File: src/rtl/cla_pkg.sv
// +----------------------------------------------------------------------------+
// | Package : cla_pkg                                                          |
// | Shared constants and stage-count derivation for the pipelined CLA adder.   |
// | Revision: 1.0  initial release                                             |
// +----------------------------------------------------------------------------+
`default_nettype none

package cla_pkg;

  localparam int CLA_GRP_W = 4;

  // Guards GPS < 1 so the divide stays legal while the top reports the error.
  function automatic int cla_nstg(input int width, input int gps);
    if (gps < 1) return 1;
    return width / (CLA_GRP_W * gps);
  endfunction

endpackage

`default_nettype wire

File: src/rtl/cla_grp4.sv
// +----------------------------------------------------------------------------+
// | Module  : cla_grp4                                                         |
// | Combinational 4-bit carry-lookahead group: sum plus group generate/propagate|
// | Revision: 1.0  initial release                                             |
// +----------------------------------------------------------------------------+
`default_nettype none

module cla_grp4
  import cla_pkg::*;
(
  input  logic [CLA_GRP_W-1:0] a,
  input  logic [CLA_GRP_W-1:0] b,
  input  logic                 cin,
  output logic [CLA_GRP_W-1:0] sum,
  output logic                 g,
  output logic                 p
);

  logic [CLA_GRP_W-1:0] w_g;
  logic [CLA_GRP_W-1:0] w_p;
  logic                 w_c1;
  logic                 w_c2;
  logic                 w_c3;

  assign w_g = a & b;
  assign w_p = a ^ b;

  // Bit carries in flattened sum-of-products form.
  assign w_c1 = w_g[0] | (w_p[0] & cin);
  assign w_c2 = w_g[1] | (w_p[1] & w_g[0]) | (w_p[1] & w_p[0] & cin);
  assign w_c3 = w_g[2] | (w_p[2] & w_g[1]) | (w_p[2] & w_p[1] & w_g[0])
              | (w_p[2] & w_p[1] & w_p[0] & cin);

  assign sum = w_p ^ {w_c3, w_c2, w_c1, cin};

  assign g = w_g[3] | (w_p[3] & w_g[2]) | (w_p[3] & w_p[2] & w_g[1])
           | (w_p[3] & w_p[2] & w_p[1] & w_g[0]);
  assign p = &w_p;

endmodule

`default_nettype wire

File: src/rtl/cla_pipe_adder.sv
// +----------------------------------------------------------------------------+
// | Module  : cla_pipe_adder                                                   |
// | Pipelined carry-lookahead adder/subtractor with valid/ready backpressure.  |
// | Optional macro CLA_PIPE_OVF_EN adds the signed-overflow output out_ovf.    |
// | Revision: 1.0  initial release                                             |
// +----------------------------------------------------------------------------+
`default_nettype none

module cla_pipe_adder
  import cla_pkg::*;
#(
  parameter int WIDTH = 32,
  parameter int GPS   = 2
)
(
  input  logic             clk,
  input  logic             rst_n,
  input  logic             in_valid,
  output logic             in_ready,
  input  logic [WIDTH-1:0] in_a,
  input  logic [WIDTH-1:0] in_b,
  input  logic             in_cin,
  input  logic             in_sub,
  output logic             out_valid,
  input  logic             out_ready,
  output logic [WIDTH-1:0] out_sum,
  output logic             out_cout
`ifdef CLA_PIPE_OVF_EN
  ,
  output logic             out_ovf
`endif
);

  localparam int SW   = CLA_GRP_W * GPS;
  localparam int NSTG = cla_nstg(WIDTH, GPS);

  if ((GPS < 1) || ((WIDTH % (CLA_GRP_W * GPS)) != 0)) begin : g_cfg_err
    $error("cla_pipe_adder: WIDTH must be a multiple of 4*GPS and GPS >= 1");
  end

  // Per-stage record: operands travel whole, sum_lo fills in one slice per stage.
  typedef struct packed {
    logic             valid;
    logic [WIDTH-1:0] a_hi;
    logic [WIDTH-1:0] b_hi;
    logic [WIDTH-1:0] sum_lo;
    logic             carry;
  } stage_rec_t;

  stage_rec_t r_stg [NSTG];
  stage_rec_t w_src [NSTG];
  stage_rec_t w_nxt [NSTG];
  logic       w_adv;

  assign w_adv     = ~r_stg[NSTG-1].valid | out_ready;
  assign in_ready  = w_adv;
  assign out_valid = r_stg[NSTG-1].valid;
  assign out_sum   = r_stg[NSTG-1].sum_lo;
  assign out_cout  = r_stg[NSTG-1].carry;

  for (genvar k = 0; k < NSTG; k++) begin : g_stg
    logic [GPS-1:0] w_g;
    logic [GPS-1:0] w_p;
    logic [GPS:0]   w_cy;
    logic [SW-1:0]  w_s;
    stage_rec_t     w_rec;

    if (k == 0) begin : g_head
      // Subtract is A + ~B + 1; in_cin is ignored in that mode.
      assign w_src[k] = '{valid:  in_valid,
                          a_hi:   in_a,
                          b_hi:   in_sub ? ~in_b : in_b,
                          sum_lo: '0,
                          carry:  in_sub | in_cin};
    end else begin : g_link
      assign w_src[k] = r_stg[k-1];
    end

    for (genvar j = 0; j < GPS; j++) begin : g_grp
      cla_grp4 u_grp (
        .a   (w_src[k].a_hi[SW*k + CLA_GRP_W*j +: CLA_GRP_W]),
        .b   (w_src[k].b_hi[SW*k + CLA_GRP_W*j +: CLA_GRP_W]),
        .cin (w_cy[j]),
        .sum (w_s[CLA_GRP_W*j +: CLA_GRP_W]),
        .g   (w_g[j]),
        .p   (w_p[j])
      );
    end

    // Group carries as an OR of product terms, one term per generating group.
    always_comb begin
      logic acc;
      logic term;
      w_cy = '0;
      acc  = 1'b0;
      term = 1'b0;
      for (int j = 0; j <= GPS; j++) begin
        acc = w_src[k].carry;
        for (int i = 0; i < j; i++) acc = acc & w_p[i];
        for (int i = 0; i < j; i++) begin
          term = w_g[i];
          for (int m = i + 1; m < j; m++) term = term & w_p[m];
          acc = acc | term;
        end
        w_cy[j] = acc;
      end
    end

    always_comb begin
      w_rec                   = w_src[k];
      w_rec.sum_lo[SW*k +: SW] = w_s;
      w_rec.carry             = w_cy[GPS];
    end

    assign w_nxt[k] = w_rec;
  end

  // Bubbles only clear the valid bit, so the output sum holds its last value.
  always_ff @(posedge clk or negedge rst_n) begin
    if (!rst_n) begin
      for (int k = 0; k < NSTG; k++) r_stg[k] <= '0;
    end else if (w_adv) begin
      for (int k = 0; k < NSTG; k++) begin
        if (w_nxt[k].valid) r_stg[k]       <= w_nxt[k];
        else                r_stg[k].valid <= 1'b0;
      end
    end
  end

`ifdef CLA_PIPE_OVF_EN
  logic r_ovf;
  logic w_c_msb;

  assign w_c_msb = w_src[NSTG-1].a_hi[WIDTH-1] ^ w_src[NSTG-1].b_hi[WIDTH-1]
                 ^ w_nxt[NSTG-1].sum_lo[WIDTH-1];

  always_ff @(posedge clk or negedge rst_n) begin
    if (!rst_n) begin
      r_ovf <= 1'b0;
    end else if (w_adv && w_nxt[NSTG-1].valid) begin
      r_ovf <= w_c_msb ^ w_nxt[NSTG-1].carry;
    end
  end

  assign out_ovf = r_ovf;
`endif

endmodule

`default_nettype wire

File: config.mk
export PLATFORM = sky130hd
export DESIGN_NAME = cla_pipe_adder
export DESIGN_NICKNAME = d
export VERILOG_FILES = /design/src/rtl/cla_pkg.sv /design/src/rtl/cla_grp4.sv /design/src/rtl/cla_pipe_adder.sv
export SDC_FILE = /design/constraint.sdc
export NUM_CORES = 1
export LEC_CHECK = 0
export BUFFER_PORTS_ARGS = -buffer_cell sky130_fd_sc_hd__buf_2
export CAP_MARGIN = 30
export CORE_MARGIN = 2
export CORE_UTILIZATION = 35
export CTS_BUF_LIST = sky130_fd_sc_hd__clkbuf_16
export DETAILED_ROUTE_END_ITERATION = 8
export SLEW_MARGIN = 20
export SYNTH_ARGS = -nofsm -noshare
export SYNTH_HDL_FRONTEND = slang
export SYNTH_SLANG_ARGS = --single-unit
File: constraint.sdc
create_clock -name clk -period 2.5 [get_ports clk]
set_input_delay 0.375 -clock clk [delete_from_list [all_inputs] [get_ports clk]]
set_output_delay 0.375 -clock clk [all_outputs]
set_load 0.01 [all_outputs]
After elaboration in Yosys (flattened, before gate mapping)
Cells that the tools add are included.
{"block": "totals", "register_bits": 280, "input_bits": 70, "elab_cells": 271}
{"block": "op_classes", "n_mux": 5, "n_bitwise": 236, "n_reduce_logical": 12}
{"op": "AND 1 bit", "count": 124}
{"op": "bitwise OR 1 bit", "count": 86}
{"op": "bitwise XOR 4 bit", "count": 16}
{"op": "AND 4 bit", "count": 8}
{"op": "2-to-1 mux 32 bit", "count": 1}
{"op": "inverter 32 bit", "count": 1}
{"op": "AND reduction 4 bit", "count": 8}
{"op": "AND reduction 2 bit", "count": 4}
{"op": "2-to-1 mux 1 bit", "count": 4}
{"op": "inverter 1 bit", "count": 1}

Depth between registers and ports, before layout
Gate-level depths: netlist of the first run.
{"block": "depth", "ltp_word": 11, "ltp_mapped": 11, "mapped_depth_nobuf": 9}

Hierarchy
Synthesis of the first run repeated with hierarchy kept, for this count alone.
{"block": "unflattened", "hier_cells": 651, "area_unflattened_um2": 8690.8}
{"module": "cla_pipe_adder", "instances": 1, "cells_per_inst": 475, "area_each_um2": 7229.4, "seq_area_each_um2": 4604.4}
{"module": "cla_grp4", "instances": 8, "cells_per_inst": 22, "area_each_um2": 182.7, "seq_area_each_um2": 0.0}

Worst setup path after synthesis of the first run
Ideal clock, no wire load.
{"block": "synth_path", "path_kind": "input to register", "start": "input in_sub", "end": "register r_stg (netlist bit g_stg[1].w_rec[5])", "t_arrival_ns": 2.459, "required_ns": 2.417, "setup_slack_ns": -0.041, "path_stages": 10, "path_buffers": 2, "cell_sequence": "buf_6 -> buf_2 -> xor2_1 -> ha_1 -> a21oi_1 -> nand2_2 -> a21o_1 -> a21oi_1 -> fa_1 -> o21ai_0"}
{"block": "synth_between", "elab_chain_len": 8}
{"element": "from (decl)", "line": "cla_pipe_adder.sv:23", "source": "input logic in_sub,"}
{"element": "2-to-1 mux 32 bit", "line": "cla_pipe_adder.sv:72", "source": "b_hi: in_sub ? ~in_b : in_b,"}
{"element": "bitwise XOR 4 bit / AND 4 bit (equally long branches)", "line": "cla_grp4.sv:26, cla_grp4.sv:25"}
{"element": "AND 1 bit, on equally long branches", "line": "cla_grp4.sv:36, cla_grp4.sv:37"}
{"element": "bitwise OR 1 bit (tied with other cells)", "line": "cla_grp4.sv:36", "source": "assign g = w_g[3] | (w_p[3] & w_g[2]) | (w_p[3] & w_p[2] & w_g[1])"}
{"element": "bitwise OR 1 bit / AND 1 bit (equally long branches)", "line": "cla_grp4.sv:36, cla_grp4.sv:37"}
{"element": "bitwise OR 1 bit", "line": "cla_grp4.sv:37", "source": "| (w_p[3] & w_p[2] & w_p[1] & w_g[0]);"}
{"element": "bitwise OR 1 bit", "line": "cla_pipe_adder.sv:103", "source": "acc = acc | term;"}
{"element": "bitwise XOR 4 bit (*)", "line": "cla_grp4.sv:34", "source": "assign sum = w_p ^ {w_c3, w_c2, w_c1, cin};"}
{"element": "to (signal, indexed assignment)", "line": "cla_pipe_adder.sv:124", "source": "if (w_nxt[k].valid) r_stg[k] <= w_nxt[k];"}
{"element": "to (decl)", "line": "cla_pipe_adder.sv:50", "source": "stage_rec_t r_stg [NSTG];"}
Every way passes the cells marked *; elsewhere a longest branch is shown, timed or not.
A chain may end at the register's enable or synchronous reset.

Final worst setup path of the first run
{"block": "layout_path", "start": "register r_stg (netlist bit g_stg[3].w_rec[57])", "end": "register r_stg (netlist bit out_sum[28])"}
{"block": "layout_between", "elab_chain_len": 5}
{"element": "bitwise XOR 4 bit / AND 4 bit (equally long branches)", "line": "cla_grp4.sv:26, cla_grp4.sv:25"}
{"element": "AND reduction 4 bit / AND 1 bit (equally long branches)", "line": "cla_grp4.sv:38, cla_grp4.sv:37"}
{"element": "AND 1 bit / bitwise OR 1 bit (equally long branches)", "line": "cla_pipe_adder.sv:99, cla_grp4.sv:37"}
{"element": "bitwise OR 1 bit (*)", "line": "cla_pipe_adder.sv:103"}
{"element": "bitwise XOR 4 bit (*)", "line": "cla_grp4.sv:34"}
{"element": "via g_stg[3].g_grp[1].u_grp.sum[0]", "line": "cla_grp4.sv:14", "source": "output logic [CLA_GRP_W-1:0] sum,"}
Mark *: on every way through the listed nets, which the timed path passes. The rest lies on a longest branch.

==> Implementation_results.wiki, run 1 <==
{| class="wikitable"
! Metric !! Value
|-
| Input/output buffers || 104
|-
| All-layer global routing usage || 14.1%
|-
| Antenna Violating Nets Remaining || 0
|-
| Wirelength per Cell || 15.0 um
|-
| Placed cell count || 1,112
|-
| Chain of cells forming the critical path || ha_1 -> a211oi_4 -> o21bai_1 -> a21o_1 -> fa_1 -> mux2_2
|-
| Total iterations of the first detailed-routing run || 4
|-
| Number of core rows || 56
|-
| Number of sinks driven by the clock tree || 184
|-
| Run status || completed
|-
| Setup TNS Final || 0 ns
|-
| First-pass GRT wire length || 28.3 mm
|-
| Category of the worst setup path launch point || flop
|-
| Area of the die || 25,400 um2
|-
| Per-cell via count in the routed design || 4.69
|-
| Fmax || 449 MHz
|-
| VDD IR max || 0.501 mV
|-
| P&R area growth vs syn || 17.8%
|-
| Measured slew at the worst slew-check pin || 0.506 ns
|-
| Total via count in the routed design || 5,373
|-
| Layout filler cell count || 2,250
|-
| Number of global-route vias before repair || 5,366
|-
| Die Width || 159 um
|-
| Highest fanout seen on the critical path || 3
|-
| HPWL Detailed || 12.5 mm
|-
| Post-route worst setup slack || 0.275 ns
|-
| Req. time, crit path || 2.81 ns
|-
| Number of hold violations in the final report || 0
|-
| Worst Setup Slack post-DPL || 0.116 ns
|-
| Critical Path Max Stage Delay || 0.43 ns
|-
| Buffer count from post-CTS setup fixing || 0
|-
| Static power due to leakage || 4.68 nW
|-
| Endpoint arrival time on the critical path || 2.54 ns
|-
| Slowest cell on the critical path || fa_1
|-
| Placeable Area || 23,600 um2
|-
| Power density normalized to cell area || 1260 nW/um2
|-
| Final critical delay including setup and external delays || 2.23 ns
|-
| Flip-flop cell with the highest count after synthesis || dfrtp_1
|-
| Number of buffers created by CTS || 17
|-
| Cells taking the most area after synthesis || dfrtp_1 (55%), mux2_2 (13%), nand2_1 (5.6%)
|-
| Pin count of the biggest net entering global routing || 63
|-
| Start point of the worst min-delay path || in_a[24]
|-
| Share of flip-flops with an asynchronous set or reset || 100%
|-
| Type of the setup path with the least slack || flop to flop
|-
| Number of flops mapped to enable cells by yosys || 0
|-
| Class of the worst hold path || primary input to flop
|-
| Warnings from Yosys || 0
|-
| Largest area contributor in the netlist || dfrtp_1
|-
| Share of Yosys cell area claimed by the top area cell type || 54.5%
|-
| Die height || 159 um
|-
| Number of pins exceeding their max-slew limit in the final report || 0
|-
| Count of unresolved DRC violations after routing || 0
|-
| Num ports || 105
|-
| Per-instance average area after synthesis || 12.0 um2
|-
| Post-synthesis cell count || 706
|-
| CTS Buffer Depth || 2
|-
| Initial antenna violation count || 2
|-
| Setup slack, reg-to-reg || 0.27 ns
|-
| Cell area after synthesis || 8440 um2
|-
| Critical path launch point || g_stg[3].w_rec[57]
|-
| Cell Area, Placed || 9340 um2
|-
| Final cell utilization of the core || 42.1%
|-
| Starting DRC count in detailed routing || 224
|-
| Clock latency at the later pin of the worst-skew pair || 0.42 ns
|-
| Fin nets || 923
|-
| Final worst-path cycle share || 89.0%
|-
| Weighted congestion at the end of routability-driven global placement || 0.800
|-
| Register clock-pin slew on the reported worst setup and hold paths || 0.07 ns
|-
| Final setup violation count || 0
|-
| Setup repair after global routing missed its margin || false
|-
| Max transition margin || 65.9%
|-
| Area of all placed cells without fillers || 9950 um2
|-
| Number of synthesized register bits || 184
|-
| Overall overflow remaining after global route || 0
|-
| MaxCap Viol Count || 0
|-
| Share of final-layout standard cells stronger than drive strength 1 || 32.0%
|-
| Number of nets in the synthesized netlist || 816
|-
| R2r startpoint || g_stg[3].w_rec[57]
|-
| Wirelength, routed || 17.2 mm
|-
| Capturing element type of the critical path || flop
|-
| Starting density of the core || 35.8%
|-
| Clock tree from TritonCTS || yes
|-
| Non-filler cells in the finished layout || 1,146
|-
| H-tree levels || 4
|-
| Proportion of synthesized chip area in sequential cells || 54.5%
|-
| Root Buffer Master || clkbuf_16
|-
| Count of cell types in the netlist || 50
|-
| Layout Skew || 0.00830 ns
|}
-- Yosys cell counts, drive strengths merged, types with 4 or more instances --
library cell and count:
nand4b 4, o31ai 7, nand2 128, clkbuf 5, nand4 5, inv 15, a21oi 15, mux2 100
nand3 6, fa 8, o311a 4, nor2 15, nor3 4, o21ai 54, buf 27, nor2b 4
a21o 7, a211oi 9, ha 32, dfrtp 184, o211ai 4, xnor2 32, nand2b 4, xor2 12
o21bai 4
-- cells in the final DEF (no fill, tap or decap), drive strengths merged, types with 2 or more instances in the layout --
master,Yosys,final
clkinv,0,4
ha,32,32
xor2,12,12
inv,15,20
nor2,15,15
o21ai,54,54
nand4,5,5
o41a,2,2
mux2,100,100
a31oi,2,2
dfrtp,184,184
nand3,6,6
clkbuf,5,18
clkinvlp,0,4
nor3,4,4
o311a,4,4
nand2,128,128
or2,2,2
o211ai,4,4
a21oi,15,15
a211oi,9,9
o21bai,4,4
nor2b,4,4
a211o,3,3
fa,8,8
buf,27,118
bufinv,0,2
xnor2,32,32
and3,3,3
nand2b,4,4
nand4b,4,4
o31ai,7,7
a21o,7,7
-- timing repair --
| action | 4_1_cts | 5_1_grt |
|---|---|---|
| gates resized for setup | 0 | 0 |
| hold buffers | 1 | 0 |
| endpoints found under the hold margin | 56 | 0 |
-- worst paths after layout --
path                       depth (start not counted)                 end
max                                                6         out_sum[28]
min                                                3  g_stg[1].w_rec[89]
max reg2reg                                        6         out_sum[28]
min reg2reg                                        2  g_stg[1].w_rec[95]
max in group asynchronous                          3    g_stg[2].w_cy[0]
min in group asynchronous                          2  g_stg[1].w_rec[58]
-- layer usage --
metal  GRT usage, %  wire, um  part of all wire, %  up-vias
met5              0         7                0.041        -
met4           5.21       262                  1.5        2
met3           2.74       569                  3.3       20
met2           21.3      7490                   44       90
met1           20.3      8830                   51     2602
li1               -         -                    -     2659
-- worst max-delay path: cells and delay by family (launching register included) --
family | cells | cell delay, ns
muxes | 1 | 0.28
AOI/OAI and AO/OA | 3 | 0.63
adders and majority gates | 2 | 0.78
DFF | 1 | 0.42
-- registers in the layout, summed over array words and instances (netlist names) --
signal and count:
out_sum 32, g_stg.w_rec 147, out_cout 1, out_valid 1, g_stg.w_cy 3
-- cells by family after synthesis --
| logic type | Yosys count | share of synthesized area (%) |
|---|---|---|
| flops | 184 | 54.5 |
| simple gates | 177 | 9.17 |
| compound gates | 114 | 8.77 |
| mux | 100 | 13.3 |
| buf+inv | 47 | 2.99 |
| xor+xnor | 44 | 4.56 |
| fa+ha+maj | 40 | 6.64 |
-- cell type report --
| cell class | count | area [um2] | area share [%] |
|---|---|---|---|
| Clock inverter | 15 | 168 | 1.69 |
| Antenna cell | 1 | 2.50 | 0.0252 |
| Inverter | 15 | 61.3 | 0.616 |
| Multi-Input combinational cell | 475 | 3600 | 36.2 |
| Timing Repair Buffer | 120 | 689 | 6.93 |
| Clock buffer | 17 | 425 | 4.28 |
| Sequential cell | 184 | 4600 | 46.3 |
| Tap cell | 319 | 399 | 4.01 |
-- report_power, final --
| group | leakage (nW) | switching [mW] | internal (mW) |
|---|---|---|---|
| clock | 0.277 | 1.20 | 1.49 |
| sequential | 2.26 | 0.772 | 4.30 |
| combinational | 2.14 | 2.36 | 2.39 |
-- per-stage QoR --
step,hold slack [ns],power [mW]
after floorplan,0.0794,8.58
after global placement,0.397,9.80
after detailed placement,0.398,9.95
after global routing,0.128,13.5
final,0.135,12.5
after CTS,0.112,12.7
Note: power is estimated with default switching activity, not from simulation.
==> run 2: changes to the inputs <==
--- a/config.mk
+++ b/config.mk
@@ -7,10 +7,13 @@
 export LEC_CHECK = 0
 export BUFFER_PORTS_ARGS = -buffer_cell sky130_fd_sc_hd__buf_2
 export CAP_MARGIN = 30
+export CELL_PAD_IN_SITES_DETAIL_PLACEMENT = 1
+export CELL_PAD_IN_SITES_GLOBAL_PLACEMENT = 1
 export CORE_MARGIN = 2
 export CORE_UTILIZATION = 35
 export CTS_BUF_LIST = sky130_fd_sc_hd__clkbuf_16
 export DETAILED_ROUTE_END_ITERATION = 8
+export PLACE_DENSITY_LB_ADDON = 0.1
 export SLEW_MARGIN = 20
 export SYNTH_ARGS = -nofsm -noshare
 export SYNTH_HDL_FRONTEND = slang
==> Implementation_results.wiki, run 2 (same netlist as run 1, synthesis figures left out) <==
{| class="wikitable"
! Metric !! Value
|-
| Critical Path Max Stage Delay || 0.43 ns (about the same)
|-
| Static power due to leakage || 4.69 nW (was 4.68 nW)
|-
| Number of core rows || 56 (unchanged)
|-
| VDD IR max || 0.351 mV (was 0.501 mV)
|-
| Relative contribution of combinational cells to total power || 39.0% (was 38.0%)
|-
| Starting density of the core || 35.8% (unchanged)
|-
| Measured slew at the worst slew-check pin || 0.480 ns (was 0.506 ns)
|-
| Endpoint arrival time on the critical path || 2.57 ns (was 2.54 ns)
|-
| CP top delay family || adder cells (unchanged)
|-
| Category of the worst setup path launch point || flop (unchanged)
|-
| Share of final-layout standard cells stronger than drive strength 1 || 32.2% (was 32.0%)
|-
| Clock latency at the later pin of the worst-skew pair || 0.44 ns (was 0.42 ns)
|-
| Count of unresolved DRC violations after routing || 0 (unchanged)
|-
| Worst Path Buf+Inv || 0 (unchanged)
|-
| Run status || completed (unchanged)
|-
| Final worst-path cycle share || 89.7% (was 89.0%)
|-
| Commonest cells after routing, fill and taps aside || dfrtp_1 (184), nand2_1 (124), buf_2 (103) (unchanged)
|-
| Input/output buffers || 104 (unchanged)
|-
| Non-filler cells in the finished layout || 1,149 (was 1,146)
|-
| Total iterations of the first detailed-routing run || 4 (unchanged)
|-
| Power density normalized to cell area || 1260 nW/um2 (about the same)
|-
| Setup TNS Final || 0 ns (unchanged)
|-
| Number of buffers created by CTS || 17 (unchanged)
|-
| Weighted congestion at the end of routability-driven global placement || 0.770 (was 0.800)
|-
| Number of pins exceeding their max-slew limit in the final report || 0 (unchanged)
|-
| Final critical delay including setup and external delays || 2.24 ns (was 2.23 ns)
|-
| Req. time, crit path || 2.83 ns (was 2.81 ns)
|-
| Number of global-route vias before repair || 6,120 (was 5,366)
|-
| Antenna Violating Nets Remaining || 0 (unchanged)
|-
| HPWL Detailed || 13.6 mm (was 12.5 mm)
|-
| Final setup violation count || 0 (unchanged)
|-
| Number of sinks driven by the clock tree || 184 (unchanged)
|-
| Wirelength per Cell || 16.2 um (was 15.0 um)
|-
| Placed cell count || 1,114 (was 1,112)
|-
| Pin count of the biggest net entering global routing || 54 (was 63)
|-
| Initial antenna violation count || 2 (unchanged)
|-
| Type of the setup path with the least slack || flop to flop (unchanged)
|-
| Placeable Area || 23,600 um2 (unchanged)
|-
| Relative contribution of the clock network to total power || 20.5% (was 21.5%)
|-
| Starting DRC count in detailed routing || 150 (was 224)
|-
| All-layer global routing usage || 15.6% (was 14.1%)
|-
| Num ports || 105 (unchanged)
|-
| Layout Skew || 0.0109 ns (was 0.00830 ns)
|-
| Worst Setup Slack post-DPL || 0.0606 ns (was 0.116 ns)
|-
| Highest fanout seen on the critical path || 3 (unchanged)
|-
| Total net switching power || 4.46 mW (was 4.33 mW)
|-
| Die height || 159 um (unchanged)
|-
| Final cell utilization of the core || 42.2% (was 42.1%)
|-
| Fin nets || 925 (was 923)
|-
| Per-cell via count in the routed design || 4.76 (was 4.69)
|-
| Number of hold violations in the final report || 0 (unchanged)
|-
| Quantity of gates resized following cts || 0 (unchanged)
|-
| Register share of total power || 40.4% (was 40.5%)
|-
| Wirelength, routed || 18.6 mm (was 17.2 mm)
|-
| Most frequent standard cell in the layout excluding fill and tap cells || dfrtp_1 (unchanged)
|-
| Post-route worst setup slack || 0.259 ns (was 0.275 ns)
|-
| Register clock-pin slew on the reported worst setup and hold paths || 0.08 ns (was 0.07 ns)
|-
| Die Width || 159 um (unchanged)
|-
| Clock tree from TritonCTS || yes (unchanged)
|-
| Slowest cell on the critical path || fa_1 (unchanged)
|-
| Internal power consumption || 8.06 mW (was 8.19 mW)
|-
| Buffer count from post-CTS setup fixing || 0 (unchanged)
|-
| Largest register FFs || 147 (unchanged)
|-
| H-tree levels || 4 (unchanged)
|-
| Class of the worst hold path || primary input to flop (unchanged)
|-
| MaxCap Viol Count || 0 (unchanged)
|-
| Total via count in the routed design || 5,471 (was 5,373)
|-
| First-pass GRT wire length || 31.3 mm (was 28.3 mm)
|-
| P&R area growth vs syn || 18.0% (was 17.8%)
|-
| Setup repair after global routing missed its margin || false (unchanged)
|-
| Chain of cells forming the critical path || ha_1 -> a211oi_4 -> o21bai_1 -> a21o_1 -> fa_1 -> mux2_2 (unchanged)
|-
| Proportion of total power due to net switching || 35.6% (was 34.6%)
|-
| Fmax || 446 MHz (was 449 MHz)
|-
| Area of the die || 25,400 um2 (unchanged)
|-
| Capturing element type of the critical path || flop (unchanged)
|-
| Max transition margin || 67.7% (was 65.9%)
|-
| Root Buffer Master || clkbuf_16 (unchanged)
|-
| CTS Buffer Depth || 2 (unchanged)
|-
| Cts hold-fix bufs || 1 (unchanged)
|-
| Overall overflow remaining after global route || 0 (unchanged)
|}
run 2: cell count changes in the layout (fill, tap and decap cells not counted), sizes merged:
cell,delta
inv,+4
clkinv,-1
clkinvlp,-1
clkbuf,-1
diode,+1
buf,+3
bufinv,-2
run 2: worst paths after layout:
path / slack, ns / start / cells past startpoint / endpoint
setup / recovery: 0.26 / g_stg[3].w_rec[57] / 6 / out_sum[28]
hold / removal: 0.13 / in_a[16] / 3 / g_stg[1].w_rec[81]
setup reg to reg: 0.26 / g_stg[3].w_rec[57] / 6 / out_sum[28]
hold reg to reg: 0.47 / g_stg[1].w_rec[96] / 2 / g_stg[1].w_rec[96]
max in group asynchronous: 1.41 / rst_n / 3 / g_stg[1].w_rec[6]
min in group asynchronous: 0.40 / rst_n / 2 / g_stg[1].w_rec[91]
run 2: layout make-up:
cell class              instances  area (um2)
diodes                          2        5.00
clock buffers                  17         425
clock inverters                15         133
fillers                      2577       13600
inverters                      15        61.3
multi-input cells             475        3600
flip-flops and latches        184        4600
well taps                     319         399
repair buffers                122         739
run 2: per-layer routing:
metal  global-route usage, %  wire, um  up-vias
met1                    19.8      8450     2712
li1                        -         -     2658
met4                    5.04       196        0
met2                    26.3      9220       87
met5                       0         0        -
met3                    4.01       749       14
run 2: power groups by stage:
stage	clock network, mW	registers (mW)	logic [mW]
final	2.57	5.06	4.89
after global routing	2.82	5.26	5.50
after CTS	2.69	5.09	5.03
after detailed placement	0	5.14	5.00
after global placement	0	5.08	4.80
after floorplan	0	5.00	3.58
run 2: stage by stage:
step	hold slack, ns	power [mW]	area (um2)
3_3_place_gp	0.294	9.88	9390
4_1_cts	0.0991	12.8	9960
2_1_floorplan	0.0794	8.58	8450
3_5_place_dp	0.295	10.1	9390
5_1_grt	0.110	13.6	9960
6_report	0.126	12.5	9960
run 2: tightest hold or removal path, stage by stage:
cell and delay, ns:
buf_2 0.08, nand2_1 0.04, nand2_1 0.04
==> run 3: changes to the inputs <==
--- a/config.mk
+++ b/config.mk
@@ -5,6 +5,7 @@
 export SDC_FILE = /design/constraint.sdc
 export NUM_CORES = 1
 export LEC_CHECK = 0
+export ABC_AREA = 1
 export BUFFER_PORTS_ARGS = -buffer_cell sky130_fd_sc_hd__buf_2
 export CAP_MARGIN = 30
 export CELL_PAD_IN_SITES_DETAIL_PLACEMENT = 1
==> Implementation_results.wiki, run 3 <==
{| class="wikitable"
! Metric !! Value
|-
| All-layer global routing usage || 15.8% (was 15.6%)
|-
| Setup repair after global routing missed its margin || false (unchanged)
|-
| Most crowded layer after global routing || met2 (unchanged)
|-
| Capturing element type of the critical path || flop (unchanged)
|-
| Final setup violation count || 0 (unchanged)
|-
| Final critical delay including setup and external delays || 1.94 ns (was 2.24 ns)
|-
| Max transition margin || 48.5% (was 67.7%)
|-
| CTS Buffer Depth || 2 (unchanged)
|-
| Wirelength, routed || 18.9 mm (was 18.6 mm)
|-
| Total iterations of the first detailed-routing run || 6 (was 4)
|-
| Non-filler cells in the finished layout || 1,370 (was 1,149)
|-
| Post-synthesis cell count || 936 (was 706)
|-
| Highest fanout seen on the critical path || 4 (was 3)
|-
| Req. time, crit path || 2.79 ns (was 2.83 ns)
|-
| Antenna Violating Nets Remaining || 0 (unchanged)
|-
| Die Width || 160 um (was 159 um)
|-
| Pin count of the biggest net entering global routing || 69 (was 54)
|-
| Count of unresolved DRC violations after routing || 0 (unchanged)
|-
| Worst reg2reg path endpoint || g_stg[2].w_rec[14] (was out_sum[28])
|-
| Placeable Area || 24,100 um2 (was 23,600 um2)
|-
| Proportion of synthesized chip area in sequential cells || 54.0% (was 54.5%)
|-
| Number of flops mapped to enable cells by yosys || 0 (unchanged)
|-
| Weighted congestion at the end of routability-driven global placement || 0.730 (was 0.770)
|-
| Met2 global-route usage || 23.6% (was 26.3%)
|-
| Clock tree from TritonCTS || yes (unchanged)
|-
| Warnings from Yosys || 0 (unchanged)
|-
| Cells on worst reg2reg path || 9 (was 6)
|-
| Pwr Total || 11.7 mW (was 12.5 mW)
|-
| Initial antenna violation count || 0 (was 2)
|-
| Num ports || 105 (unchanged)
|-
| Number of synthesized register bits || 184 (unchanged)
|-
| Final worst-path cycle share || 77.6% (was 89.7%)
|-
| Overall overflow remaining after global route || 0 (unchanged)
|-
| Number of buffers created by CTS || 17 (unchanged)
|-
| Commonest cells after routing, fill and taps aside || nand2_1 (357), dfrtp_1 (184), buf_2 (103) (was dfrtp_1 (184), nand2_1 (124), buf_2 (103))
|-
| Number of pins exceeding their max-slew limit in the final report || 0 (unchanged)
|-
| Area of all placed cells without fillers || 9960 um2 (about the same)
|-
| Cell area after synthesis || 8530 um2 (was 8440 um2)
|-
| Cell Area, Placed || 9360 um2 (was 9390 um2)
|-
| Category of the worst setup path launch point || flop (unchanged)
|-
| Per-cell via count in the routed design || 4.46 (was 4.76)
|-
| HPWL Detailed || 13.4 mm (was 13.6 mm)
|-
| Class of the worst hold path || primary input to flop (unchanged)
|-
| MaxCap Viol Count || 0 (unchanged)
|-
| Type of the setup path with the least slack || flop to flop (unchanged)
|-
| Setup TNS Final || 0 ns (unchanged)
|-
| Flip-flop cell with the highest count after synthesis || dfrtp_1 (unchanged)
|-
| Chain of cells forming the critical path || ha_1 -> inv_1 -> nand2_1 -> nand3_1 -> nand2_1 -> fa_1 -> xor2_1 -> nand2_1 -> o21ai_0 (was ha_1 -> a211oi_4 -> o21bai_1 -> a21o_1 -> fa_1 -> mux2_2)
|-
| Met3 track demand over resource || 2.78% (was 4.01%)
|-
| Share of Yosys cell area claimed by the top area cell type || 54.0% (was 54.5%)
|-
| Layout Skew || 0.0192 ns (was 0.0109 ns)
|-
| R2r startpoint || g_stg[1].w_rec[42] (was g_stg[3].w_rec[57])
|-
| Number of sinks driven by the clock tree || 184 (unchanged)
|-
| Largest area contributor in the netlist || dfrtp_1 (unchanged)
|-
| Starting DRC count in detailed routing || 252 (was 150)
|-
| VDD IR max || 0.428 mV (was 0.351 mV)
|-
| Commonest cells post-synth || nand2_1 (357), dfrtp_1 (184), inv_1 (72), o21ai_0 (71), ha_1 (32) (was dfrtp_1 (184), nand2_1 (125), mux2_2 (97), o21ai_0 (44))
|-
| Power density normalized to cell area || 1180 nW/um2 (was 1260 nW/um2)
|-
| Start point of the worst min-delay path || in_a[18] (was in_a[16])
|-
| P&R area growth vs syn || 16.7% (was 18.0%)
|-
| Run status || completed (unchanged)
|-
| Input/output buffers || 104 (unchanged)
|-
| Number of global-route vias before repair || 6,391 (was 6,120)
|-
| Endpoint arrival time on the critical path || 2.23 ns (was 2.57 ns)
|-
| Area of the die || 25,600 um2 (was 25,400 um2)
|-
| Number of core rows || 57 (was 56)
|-
| Fin nets || 1,143 (was 925)
|-
| Grt met1 use || 23.3% (was 19.8%)
|-
| Slowest cell on the critical path || fa_1 (unchanged)
|-
| Count of cell types in the netlist || 28 (was 50)
|-
| Most frequent cell on the critical path || nand2_1
|-
| Min Hold Slack || 0.127 ns (was 0.126 ns)
|-
| Starting density of the core || 35.4% (was 35.8%)
|-
| Per-instance average area after synthesis || 9.12 um2 (was 12.0 um2)
|-
| Fmax || 515 MHz (was 446 MHz)
|-
| Wirelength per Cell || 13.8 um (was 16.2 um)
|-
| Final antenna diode count || 0 (was 2)
|-
| Static power due to leakage || 5.19 nW (was 4.69 nW)
|-
| Critical path endpoint || g_stg[2].w_rec[14] (was out_sum[28])
|-
| Share of flip-flops with an asynchronous set or reset || 100% (unchanged)
|-
| Cells taking the most area after synthesis || dfrtp_1 (54%), nand2_1 (16%), ha_1 (4.7%) (was dfrtp_1 (55%), mux2_2 (13%), nand2_1 (5.6%))
|-
| Die height || 160 um (was 159 um)
|-
| Critical Path Max Stage Delay || 0.39 ns (was 0.43 ns)
|-
| Number of hold violations in the final report || 0 (unchanged)
|-
| Measured slew at the worst slew-check pin || 0.772 ns (was 0.480 ns)
|-
| Number of nets in the synthesized netlist || 1,046 (was 816)
|-
| Cell with the most instances after synthesis || nand2_1 (was dfrtp_1)
|-
| H-tree levels || 4 (unchanged)
|-
| Largest register FFs || 147 (unchanged)
|-
| Register clock-pin slew on the reported worst setup and hold paths || 0.08 ns (about the same)
|-
| Setup slack, reg-to-reg || 0.56 ns (was 0.26 ns)
|-
| Critical path launch point || g_stg[1].w_rec[42] (was g_stg[3].w_rec[57])
|-
| Placed cell count || 1,337 (was 1,114)
|-
| Most frequent standard cell in the layout excluding fill and tap cells || nand2_1 (was dfrtp_1)
|-
| Total via count in the routed design || 6,113 (was 5,471)
|-
| Root Buffer Master || clkbuf_16 (unchanged)
|-
| Share of final-layout standard cells stronger than drive strength 1 || 17.5% (was 32.2%)
|-
| Clock latency at the later pin of the worst-skew pair || 0.44 ns (about the same)
|-
| First-pass GRT wire length || 32.5 mm (was 31.3 mm)
|}
-- run 3: cell count changes after synthesis, moves of 21 or more --
cell | previous run | this run
nand2_1 | 125 | 357
mux2_2 | 97 | 0
inv_1 | 14 | 72
o21ai_0 | 44 | 71
o21ai_2 | 1 | 25
nand3_1 | 6 | 27
-- run 3: how the worst min path moves through the flow --
stage,to,slack [ns],depth (start not counted)
after floorplan,g_stg[1].w_cy[0],0.08,0
after global placement,g_stg[1].w_rec[75],0.42,1
after detailed placement,g_stg[1].w_rec[42],0.43,1
after CTS,g_stg[1].w_rec[83],0.11,3
after global routing,g_stg[1].w_rec[83],0.13,3
final,g_stg[1].w_rec[83],0.13,3
-- run 3: timing repair --
action | CTS | global route
buffers inserted | 0 | 0
endpoints found under the hold margin | 62 | 0
setup endpoints to repair | 0 | 0
gates resized for setup | 0 | 0
hold buffers | 1 | 0
-- run 3: power breakdown --
part | switching [mW] | internal (mW)
clock | 1.25 | 1.50
combinational | 2.62 | 1.56
sequential | 0.629 | 4.17
-- run 3: critical path: cells and delay by family (launching register included) --
| family | cells | cell delay, ns |
|---|---|---|
| AND/OR/NAND/NOR | 4 | 0.34 |
| adder cells (fa/ha/maj) | 2 | 0.76 |
| buffers and inverters | 1 | 0.07 |
| flip-flops | 1 | 0.38 |
| XOR/XNOR | 1 | 0.17 |
| AO/OA/AOI/OAI | 1 | 0.08 |
-- run 3: stage by stage --
| step | utilization (%) | setup WS [ns] |
|---|---|---|
| 2_1_floorplan | - | 0.237 |
| 3_3_place_gp | 38.8 | 0.306 |
| 3_5_place_dp | 38.8 | 0.270 |
| 4_1_cts | 41.3 | 0.543 |
| 5_1_grt | 41.3 | 0.395 |
| 6_report | 41.3 | 0.559 |
-- run 3: area by class of cell --
cell class / count / area (um2)
Sequential cell: 184 / 4600
Multi-Input combinational cell: 635 / 3390
Clock inverter: 15 / 166
Fill cell: 2896 / 14100
Timing Repair Buffer: 118 / 674
Clock buffer: 17 / 425
Inverter: 77 / 292
Tap cell: 324 / 405
-- run 3: cell families (layout without fill, tap and decap cells) --
family | count (synthesis) | count (layout) | synth area share, %
buffers and inverters | 117 | 227 | 6.33
xor gates and xnor gates | 40 | 40 | 4.10
and+or+nand+nor | 418 | 418 | 19.8
AOI/OAI and AO/OA | 137 | 137 | 9.27
adders and majority gates | 40 | 40 | 6.57
DFF | 184 | 184 | 54.0
-- run 3: routing by layer --
layer  up-vias  wire (um)  share of wire (%)
met4         0        226                1.2
met1      2884      10200                 54
li1       3133          -                  -
met5         -          0                  0
met2        83       7930                 42
met3        13        604                3.2
